--- config.mk ---
export PLATFORM = sky130hd
export DESIGN_NAME = lsu_mem_stage
export DESIGN_NICKNAME = d
export VERILOG_FILES = /design/src/rtl/lsu_pkg.sv /design/src/rtl/lsu_align.sv /design/src/rtl/lsu_mem_stage.sv
export SDC_FILE = /design/constraint.sdc
export NUM_CORES = 1
export LEC_CHECK = 0
export CAP_MARGIN = 20
export CORE_MARGIN = 2
export CORE_UTILIZATION = 40
export DETAILED_ROUTE_END_ITERATION = 8
export PLACE_DENSITY = 0.79
export SYNTH_ARGS = -nofsm -noshare
export SYNTH_HDL_FRONTEND = slang
export SYNTH_SLANG_ARGS = --single-unit
--- constraint.sdc ---
create_clock -name clk -period 2.77 [get_ports clk]
set_clock_uncertainty 0.2 [all_clocks]
set_input_delay 0.277 -clock clk [delete_from_list [all_inputs] [get_ports clk]]
set_output_delay 0.277 -clock clk [all_outputs]
set_load 0.03 [all_outputs]
--- src/rtl/lsu_pkg.sv ---
// Shared definitions for the MEM-stage load/store unit.
//   - ex_type access encodings (funct3 style)
//   - FSM state enum lsu_state_t
//   - lsu_size_log2: log2 of the access size in bytes for a given type
package lsu_pkg;

  localparam logic [2:0] LSU_B   = 3'b000;
  localparam logic [2:0] LSU_H   = 3'b001;
  localparam logic [2:0] LSU_W   = 3'b010;
  localparam logic [2:0] LSU_D   = 3'b011;
  localparam logic [2:0] LSU_BU  = 3'b100;
  localparam logic [2:0] LSU_HU  = 3'b101;
  localparam logic [2:0] LSU_WU  = 3'b110;
  localparam logic [2:0] LSU_BAD = 3'b111;

  typedef enum logic [1:0] {
    ST_IDLE = 2'd0,
    ST_REQ  = 2'd1,
    ST_RESP = 2'd2
  } lsu_state_t;

  // Access size as log2(bytes): 0=byte, 1=half, 2=word, 3=double.
  function automatic logic [1:0] lsu_size_log2(input logic [2:0] typ);
    return typ[1:0];
  endfunction

endpackage

--- src/rtl/lsu_align.sv ---
// Combinational byte-lane steering for the load/store unit.
// Ports:
//   typ       access type (ex_type encoding)
//   off       byte offset within the bus word, already rounded to the access size
//   wdata     LSB-aligned store data
//   rdata     raw bus read data
//   be        byte enables for the access
//   wdata_rep store data replicated across every lane of its size
//   rdata_ext load data shifted down and sign/zero extended
module lsu_align
  import lsu_pkg::*;
#(
  parameter int unsigned XLEN = 32
) (
  input  logic [2:0]                 typ,
  input  logic [$clog2(XLEN/8)-1:0]  off,
  input  logic [XLEN-1:0]            wdata,
  input  logic [XLEN-1:0]            rdata,
  output logic [XLEN/8-1:0]          be,
  output logic [XLEN-1:0]            wdata_rep,
  output logic [XLEN-1:0]            rdata_ext
);

  localparam int unsigned NB = XLEN / 8;

  logic [1:0]      sz;
  logic [XLEN-1:0] shifted;

  // Byte enables and store replication depend only on the access size.
  always_comb begin
    sz = lsu_size_log2(typ);
    case (sz)
      2'd0: begin
        be        = NB'(8'h01) << off;
        wdata_rep = {NB{wdata[7:0]}};
      end
      2'd1: begin
        be        = NB'(8'h03) << off;
        wdata_rep = {(NB/2){wdata[15:0]}};
      end
      2'd2: begin
        be        = NB'(8'h0F) << off;
        wdata_rep = {(NB/4){wdata[31:0]}};
      end
      default: begin
        be        = NB'(8'hFF);
        wdata_rep = wdata;
      end
    endcase
  end

  assign shifted = rdata >> {off, 3'b000};

  // Signed size casts sign-extend; unsigned ones zero-extend.
  always_comb begin
    case (typ)
      LSU_B:   rdata_ext = XLEN'($signed(shifted[7:0]));
      LSU_H:   rdata_ext = XLEN'($signed(shifted[15:0]));
      LSU_W:   rdata_ext = XLEN'($signed(shifted[31:0]));
      LSU_BU:  rdata_ext = XLEN'(shifted[7:0]);
      LSU_HU:  rdata_ext = XLEN'(shifted[15:0]);
      LSU_WU:  rdata_ext = XLEN'(shifted[31:0]);
      default: rdata_ext = shifted;
    endcase
  end

endmodule

--- src/rtl/lsu_mem_stage.sv ---
// MEM-stage load/store unit with a req/ack bus handshake, lane steering,
// load extension, bus timeout and error reporting.
// Optional feature macro: LSU_MISALIGN_TRAP_EN (misaligned accesses raise err
// instead of being rounded down to the access size).
// Ports:
//   clk, rst (sync, active-low)
//   ex_*     operation from the EX/MEM register
//   stall    combinational pipeline hold
//   wb_*     registered completion to MEM/WB, err one-cycle error pulse
//   bus_*    registered request side of the memory bus, bus_ack/bus_rdata back
module lsu_mem_stage
  import lsu_pkg::*;
#(
  parameter int unsigned XLEN    = 32,
  parameter int unsigned ADDR_W  = 32,
  parameter int unsigned TIMEOUT = 255
) (
  input  logic               clk,
  input  logic               rst,
  input  logic               ex_valid,
  input  logic               ex_rd,
  input  logic               ex_wr,
  input  logic [2:0]         ex_type,
  input  logic [ADDR_W-1:0]  ex_addr,
  input  logic [XLEN-1:0]    ex_wdata,
  input  logic [4:0]         ex_rd_idx,
  output logic               stall,
  output logic               wb_valid,
  output logic               wb_we,
  output logic [4:0]         wb_rd_idx,
  output logic [XLEN-1:0]    wb_data,
  output logic               err,
  output logic               bus_req,
  output logic               bus_we,
  output logic [ADDR_W-1:0]  bus_addr,
  output logic [XLEN/8-1:0]  bus_be,
  output logic [XLEN-1:0]    bus_wdata,
  input  logic               bus_ack,
  input  logic [XLEN-1:0]    bus_rdata
);

  localparam int unsigned NB    = XLEN / 8;
  localparam int unsigned OFF_W = $clog2(NB);
  localparam int unsigned CNT_W = (TIMEOUT > 1) ? $clog2(TIMEOUT) : 1;
  localparam logic [CNT_W-1:0] CNT_LAST = CNT_W'((TIMEOUT == 0) ? 0 : TIMEOUT - 1);

  lsu_state_t        state, state_d;
  logic [CNT_W-1:0]  cnt, cnt_d;
  logic [2:0]        op_type, op_type_d;
  logic [OFF_W-1:0]  op_off, op_off_d;
  logic [4:0]        op_rd_idx, op_rd_idx_d;
  logic              op_load, op_load_d;

  logic              bus_req_d, bus_we_d;
  logic [ADDR_W-1:0] bus_addr_d;
  logic [NB-1:0]     bus_be_d;
  logic [XLEN-1:0]   bus_wdata_d;
  logic              wb_valid_d, wb_we_d, err_d;
  logic [4:0]        wb_rd_idx_d;
  logic [XLEN-1:0]   wb_data_d;
  logic              stall_c;

  logic              mem_op, type_ok, legal;
  logic [1:0]        ex_sz;
  logic [OFF_W-1:0]  off_raw, mis_mask, off_eff;
  logic [2:0]        al_type;
  logic [OFF_W-1:0]  al_off;
  logic [NB-1:0]     al_be;
  logic [XLEN-1:0]   al_wdata, al_rdata;

  // Access decode: size mask of the low address bits that must be zero.
  always_comb begin
    ex_sz = lsu_size_log2(ex_type);
    case (ex_sz)
      2'd0:    mis_mask = '0;
      2'd1:    mis_mask = OFF_W'(3'd1);
      2'd2:    mis_mask = OFF_W'(3'd3);
      default: mis_mask = OFF_W'(3'd7);
    endcase
  end

  assign mem_op  = ex_valid & (ex_rd | ex_wr);
  assign off_raw = ex_addr[OFF_W-1:0];
  assign off_eff = off_raw & ~mis_mask;
  assign type_ok = (ex_type != LSU_BAD) &&
                   !((XLEN == 32) && ((ex_type == LSU_D) || (ex_type == LSU_WU)));

`ifdef LSU_MISALIGN_TRAP_EN
  assign legal = type_ok & ~(|(off_raw & mis_mask));
`else
  assign legal = type_ok;
`endif

  // One steering instance: request fields from EX in IDLE, load data from the latched op in REQ.
  assign al_type = (state == ST_IDLE) ? ex_type : op_type;
  assign al_off  = (state == ST_IDLE) ? off_eff : op_off;

  lsu_align #(.XLEN(XLEN)) u_align (
    .typ       (al_type),
    .off       (al_off),
    .wdata     (ex_wdata),
    .rdata     (bus_rdata),
    .be        (al_be),
    .wdata_rep (al_wdata),
    .rdata_ext (al_rdata)
  );

  // Next-state and registered-output logic.
  always_comb begin
    state_d     = state;
    cnt_d       = cnt;
    op_type_d   = op_type;
    op_off_d    = op_off;
    op_rd_idx_d = op_rd_idx;
    op_load_d   = op_load;
    bus_req_d   = bus_req;
    bus_we_d    = bus_we;
    bus_addr_d  = bus_addr;
    bus_be_d    = bus_be;
    bus_wdata_d = bus_wdata;
    wb_valid_d  = 1'b0;
    wb_we_d     = 1'b0;
    wb_rd_idx_d = '0;
    wb_data_d   = '0;
    err_d       = 1'b0;
    stall_c     = 1'b0;

    case (state)
      ST_IDLE: begin
        if (mem_op) begin
          stall_c     = 1'b1;
          op_type_d   = ex_type;
          op_off_d    = off_eff;
          op_rd_idx_d = ex_rd_idx;
          op_load_d   = ex_rd;
          if (legal) begin
            state_d     = ST_REQ;
            cnt_d       = '0;
            bus_req_d   = 1'b1;
            bus_we_d    = ex_wr;
            bus_addr_d  = {ex_addr[ADDR_W-1:OFF_W], OFF_W'(0)};
            bus_be_d    = al_be;
            bus_wdata_d = al_wdata;
          end else begin
            // Illegal access completes immediately without touching the bus.
            state_d     = ST_RESP;
            wb_valid_d  = 1'b1;
            wb_rd_idx_d = ex_rd_idx;
            err_d       = 1'b1;
          end
        end
      end
      ST_REQ: begin
        stall_c = 1'b1;
        if (bus_ack || ((TIMEOUT != 0) && (cnt == CNT_LAST))) begin
          state_d     = ST_RESP;
          bus_req_d   = 1'b0;
          bus_we_d    = 1'b0;
          bus_addr_d  = '0;
          bus_be_d    = '0;
          bus_wdata_d = '0;
          wb_valid_d  = 1'b1;
          wb_rd_idx_d = op_rd_idx;
          // An ack in the final allowed cycle still wins over the timeout.
          if (bus_ack) begin
            wb_we_d   = op_load;
            wb_data_d = op_load ? al_rdata : '0;
          end else begin
            err_d     = 1'b1;
          end
        end else begin
          cnt_d = cnt + CNT_W'(1);
        end
      end
      ST_RESP: begin
        state_d = ST_IDLE;
      end
      default: begin
        state_d = ST_IDLE;
      end
    endcase
  end

  assign stall = rst & stall_c;

  // State and output registers.
  always_ff @(posedge clk) begin
    if (!rst) begin
      state     <= ST_IDLE;
      cnt       <= '0;
      op_type   <= '0;
      op_off    <= '0;
      op_rd_idx <= '0;
      op_load   <= 1'b0;
      bus_req   <= 1'b0;
      bus_we    <= 1'b0;
      bus_addr  <= '0;
      bus_be    <= '0;
      bus_wdata <= '0;
      wb_valid  <= 1'b0;
      wb_we     <= 1'b0;
      wb_rd_idx <= '0;
      wb_data   <= '0;
      err       <= 1'b0;
    end else begin
      state     <= state_d;
      cnt       <= cnt_d;
      op_type   <= op_type_d;
      op_off    <= op_off_d;
      op_rd_idx <= op_rd_idx_d;
      op_load   <= op_load_d;
      bus_req   <= bus_req_d;
      bus_we    <= bus_we_d;
      bus_addr  <= bus_addr_d;
      bus_be    <= bus_be_d;
      bus_wdata <= bus_wdata_d;
      wb_valid  <= wb_valid_d;
      wb_we     <= wb_we_d;
      wb_rd_idx <= wb_rd_idx_d;
      wb_data   <= wb_data_d;
      err       <= err_d;
    end
  end

endmodule

**After elaboration in Yosys (flattened, before gate mapping)**

Index checks and enable logic that the tools add are counted.

- Shift-type cells: 4
- Divide/modulo/power cells: 0
- Reductions and logical operators: 15
- Add/sub/neg operators: 1
- Eq/ne operators: 15
- $lt $le $gt $ge: 0
- Multiplexer cells: 45
- $mul: 0
- Bitwise logic cells: 5

Operators with widths:

| operator | number |
|---|---|
| 32-bit one-hot mux with 2 select lines | 3 |
| 32-bit two-way mux | 5 |
| 32-bit one-hot mux with 4 select lines | 1 |
| 32-bit by 5-bit >> shifter with 32-bit output | 1 |
| 8-bit two-way mux | 3 |
| 8-bit one-hot mux with 2 select lines | 1 |
| 5-bit two-way mux | 3 |
| 4-bit two-way mux | 3 |
| 4-bit one-hot mux with 3 select lines | 1 |
| 4-bit AND reduction | 3 |
| 1-bit two-way mux | 11 |
| 1-bit one-hot mux with 2 select lines | 5 |
| 5-bit one-hot mux with 2 select lines | 1 |
| 3-bit equality test (second input constant) | 3 |
| 8-bit by 1-bit adder with 8-bit output (second input constant) | 1 |
| 8-bit equality test (second input constant) | 1 |
| 2-bit two-way mux | 4 |
| 2-bit inequality test (second input constant) | 4 |
| 2-bit one-hot mux with 2 select lines | 2 |
| 4-bit one-hot mux with 2 select lines | 1 |
| 2-bit by 1-bit equality test with 1-bit output (second input constant) | 3 |
| 2-bit zero test | 3 |
| 5-bit AND reduction | 1 |
| 2-bit AND reduction | 2 |
| 17 further kinds | 19 |

- ROM bits: 0
- Output and inout bits: 111
- Register bits: 131
- Bits in writable memories: 0
- Bits in latches: 0
- Input port bits: 110
- Word-level logic and storage cells: 101
- Memories: 0

**Longest topological paths before layout**

- Word-level depth: 10
- Depth in mapped cells: 13
- Depth with buffers taken out: 9

**By module**

From an unflattened synthesis, not the netlist that was laid out.

- Cells, all modules: 572
- Area, all modules: 5569.1 um^2

By module, submodules not included:

| module | area each (um^2) | cells each | seq. area each (um^2) | instances |
|---|---|---|---|---|
| lsu_mem_stage | 4256.6 | 387 | 2582.5 | 1 |
| lsu_align | 1312.5 | 185 | 0.0 | 1 |

**Worst setup path after synthesis**

No wires, ideal clock.

- Path kind: reg-to-reg
- Start point: register state[1]
- End point: register wb_data[10]
- Buffers on the path: 4
- Cell stages (with the launch flop): 13
- Path slack: 42 ps
- Data arrival time: 2408 ps
- Cells stage by stage: dfxtp_1 -> buf_2 -> nor2_2 -> a21o_2 -> buf_2 -> inv_2 -> buf_2 -> ha_1 -> a211o_2 -> clkbuf_1 -> nand2_1 -> a21oi_1 -> o31a_1

- Longest elaborated chain between the ends: 4
- Elaborated cells between the ends (all ways): 11
- Those cells by class: 4 x eq/ne; 1 x shift; 3 x mux; 3 x reduce/logical

RTL lines:

| element | RTL line | text |
|---|---|---|
| from (decl) | lsu_mem_stage.sv:47 | `lsu_state_t state, state_d;` |
| from (signal assigned) | lsu_mem_stage.sv:206 | `state <= state_d;` |
| 2-bit zero test | lsu_mem_stage.sv:95, lsu_mem_stage.sv:96 |  |
| 2-bit two-way mux / 3-bit two-way mux (equally long branches) | lsu_mem_stage.sv:96, lsu_mem_stage.sv:95 |  |
| 32-bit by 5-bit >> shifter with 32-bit output, or another cell as far along | lsu_align.sv:52 | `assign shifted = rdata >> {off, 3'b000};` |
| 32-bit one-hot mux with 4 select lines | lsu_align.sv:56 | `case (typ)` |
| to (signal assigned) | lsu_mem_stage.sv:220 | `wb_data <= wb_data_d;` |
| to (decl) | lsu_mem_stage.sv:31 | `output logic [XLEN-1:0] wb_data,` |

Several ways; a longest one is shown, not always the timed one.
A chain may end at the register's enable or synchronous reset.

**Final worst setup path**

- Start point: register state[1]
- End point: output port stall

- Longest elaborated chain between the ends: 3
- Elaborated cells between the ends (all ways): 4
- Those cells by class: 1 x eq/ne; 1 x mux; 1 x bitwise; 1 x reduce/logical

RTL lines:

| element | RTL line | text |
|---|---|---|
| 2-bit by 1-bit equality test with 1-bit output / 2-bit zero test (equally long branches) | lsu_mem_stage.sv:128 | `case (state)` |
| 1-bit one-hot mux with 2 select lines (*) | lsu_mem_stage.sv:128 |  |
| 1-bit bitwise AND (*) | lsu_mem_stage.sv:184 | `assign stall = rst & stall_c;` |
| to (decl) | lsu_mem_stage.sv:27 | `output logic stall,` |

Mark *: on every way between the ends. The rest lies on a longest branch, timed or not.

==> flow_summary.ini <==
[timing]
max_freq_mhz = 394
setup_viol = 0
maxSlewViolCount = 0
setup_tns_ns = 0
period_minus_slack_ns = 2.54
tightest_slew_ns = 0.705
hold_viol = 0
min_period_over_period = 0.917
rsz0062_at_grt = false
max_slew_margin = 0.530

[grt]
grt_usage = 0.242
grt_pass1_wl_mm = 28.1
grt_overflow = 0
antenna_found_initial = 0
grt_max_degree = 84
grt_pass1_vias = 5415

[status]
status = complete, no violations

[worst_setup_path]
crit_arrival_ns = 2.06
r2r_cells = 9
required_ns = 2.29
crit_type = register to output port
startpoint_type = register
crit_fanout = 11
endpoint_kind = output port

[synthesis]
synth_fa_ha_area_frac = 0.0132
synth_mux_area_frac = 0.0124
ys_warn_count = 0
synthCells = 643
synth_xor_xnor_area_share = 0.00927
synth_compound_area_frac = 0.246
synth_top_family_by_area = compound AO/OA/AOI/OAI gates
yosys.area_share.simple = 0.217
synthDistinctLibCells = 55
synth-main-ff-cell = dfxtp_1
synth-edff-count = 0
netlist_area_um2 = 5670
avgSynthCellArea_um2 = 8.82
async_flop_share = 0
synth-seq-cells = 129
ys_seq_area_frac = 0.456

[hold_path]
hold_path_class = input pin to register
min_path_cells = 3

[floorplanning]
ios = 221
die-area_um2 = 15100
die-height_um = 123
rows = 43
die-width_um = 123
fp.coreArea_um2 = 13900
initial_core_util = 0.408

[detailed_routing]
wl_per_cell_um = 17.4
viasPerCell = 5.26
route.detailed.drc = 0
first_pass_iters = 5
drtAntennaViolNets = 0
vias = 5518
routed_wl_mm = 18.2
drt_iter0_markers = 389

[clock_tree]
clock-sinks = 129
htree_levels = 4
path_clk_slew_ns = 0.05
root_buffer = clkbuf_16
clockBufferDepth = 2
numCtsBuffers = 17
ctsResizeCount = 0
cts_tree = yes
post_cts_buffers = 0
insertion_delay_ns = 0.42
ctsHoldBuffers = 0

[layout]
nFillCells = 1202
fin_nets = 973
stdcell_count = 1050
antennaDiodeCount = 0
drive_above_1_share = 0.0805
fin_area_um2 = 8700
layout_commonest_cell = clkdlybuf4s50_1
layout_common_cells = 217 x clkdlybuf4s50_1, 129 x dfxtp_1, 103 x nand2_1, 52 x nor2b_1, 52 x a22oi_1
utilization = 0.627
area_growth_pct = 53.5

[place]
place_inst = 1018
dp_hpwl_mm = 12.8
gp_congestion = 0.859
io_buffers = 218
dpl_cell_area_um2 = 8120

[pwr]
powerDensity_nw_per_um2 = 600
leakagePower_nw = 3.23
irDropWorstVdd_v = 0.000414

[flow_run]
drv_cap = 0
==> final cells by class <==
class / instances / area (µm²) / area share
timing repair buffer: 245 / 2430 / 0.279
clock buffer: 21 / 450 / 0.0518
tap: 180 / 225 / 0.0259
sequential: 129 / 2580 / 0.297
clock inverter: 11 / 138 / 0.0158
inverter: 8 / 30.0 / 0.00345
multi-input combinational: 456 / 2850 / 0.327
==> per-layer routing <==
metal	track usage	up-vias	share of wire
met5	0	-	0
met4	0.107	0	0.029
met3	0.0992	30	0.11
met2	0.387	251	0.46
met1	0.284	2533	0.41
li1	-	2704	-
==> stage by stage <==
| step | power, mW | hold WS [ns] | worst slack [ns] |
|---|---|---|---|
| floorplan | 2.54 | 0.186 | 0.0418 |
| finish | 5.22 | 0.130 | 0.230 |
| CTS | 5.25 | 0.125 | 0.202 |
| global placement | 2.99 | 0.252 | 0.161 |
| global route | 5.42 | 0.157 | 0.135 |
| detailed placement | 3.00 | 0.258 | 0.117 |
==> registers in the layout (all words and copies together), names as in the netlist <==
name / cells
bus_wdata: 32
wb_data: 32
bus_addr: 30
cnt: 8
op_rd_idx: 5
wb_rd_idx: 5
bus_be: 4
op_type: 3
op_off: 2
state: 2
bus_req: 1
bus_we: 1
err: 1
op_load: 1
wb_valid: 1
wb_we: 1
==> power breakdown <==
group          total (mW)  switching [mW]  internal (mW)
combinational       0.998           0.536          0.462
sequential           1.97          0.0432           1.93
clock                2.25           0.823           1.43
total                5.22            1.40           3.82
==> synthesized netlist by cell type (3+ instances only) <==
| cell type | number | area [µm²] |
|---|---|---|
| dfxtp_1 | 129 | 2580 |
| nor3b_1 | 3 | 22.5 |
| nand4_1 | 3 | 18.8 |
| mux2i_1 | 7 | 70.1 |
| and2_1 | 4 | 25.0 |
| a32o_1 | 8 | 80.1 |
| buf_1 | 3 | 11.3 |
| a221o_1 | 8 | 80.1 |
| inv_1 | 7 | 26.3 |
| a21oi_1 | 19 | 95.1 |
| o21ai_0 | 14 | 70.1 |
| nor3_1 | 7 | 35.0 |
| o21a_1 | 9 | 67.6 |
| a21boi_0 | 31 | 233 |
| xor2_1 | 4 | 35.0 |
| clkbuf_1 | 31 | 116 |
| ha_1 | 6 | 75.1 |
| o31a_1 | 7 | 61.3 |
| nor2_1 | 26 | 97.6 |
| nand2_1 | 103 | 387 |
| nand3_1 | 24 | 120 |
| a21o_1 | 11 | 82.6 |
| o211ai_1 | 8 | 60.1 |
| buf_2 | 13 | 65.1 |
| nor2b_1 | 52 | 325 |
| and3_1 | 14 | 87.6 |
| a22oi_1 | 52 | 390 |
| o22ai_1 | 8 | 50.1 |
==> cell families (layout without fill, tap and decap cells) <==
logic type / Yosys count / count (layout)
adders and majority gates: 6 / 6
buffers and inverters: 59 / 285
xor gates and xnor gates: 6 / 6
muxes: 7 / 7
and+or+nand+nor: 249 / 249
other: 1 / 2
DFF: 129 / 129
AOI/OAI and AO/OA: 186 / 186
==> path summary, 6_finish.rpt <==
path                                              endpoint                       start  slack, ns
worst max-delay path                                 stall       state[1]$_SDFFE_PN0P_       0.23
worst min-delay path               wb_rd_idx[2]$_SDFF_PN0_                         rst       0.13
worst max register to register   bus_wdata[8]$_SDFFE_PN0P_       state[1]$_SDFFE_PN0P_       0.34
worst min register to register  bus_wdata[19]$_SDFFE_PN0P_  bus_wdata[19]$_SDFFE_PN0P_       0.26
==> worst max-delay path, stage by stage (launching register included) <==
cell	delay, ns
dfxtp_1	0.42
nand2b_1	0.33
nor2_1	0.19
clkdlybuf4s50_1	0.70
Note: power is estimated with default switching activity, not from simulation.
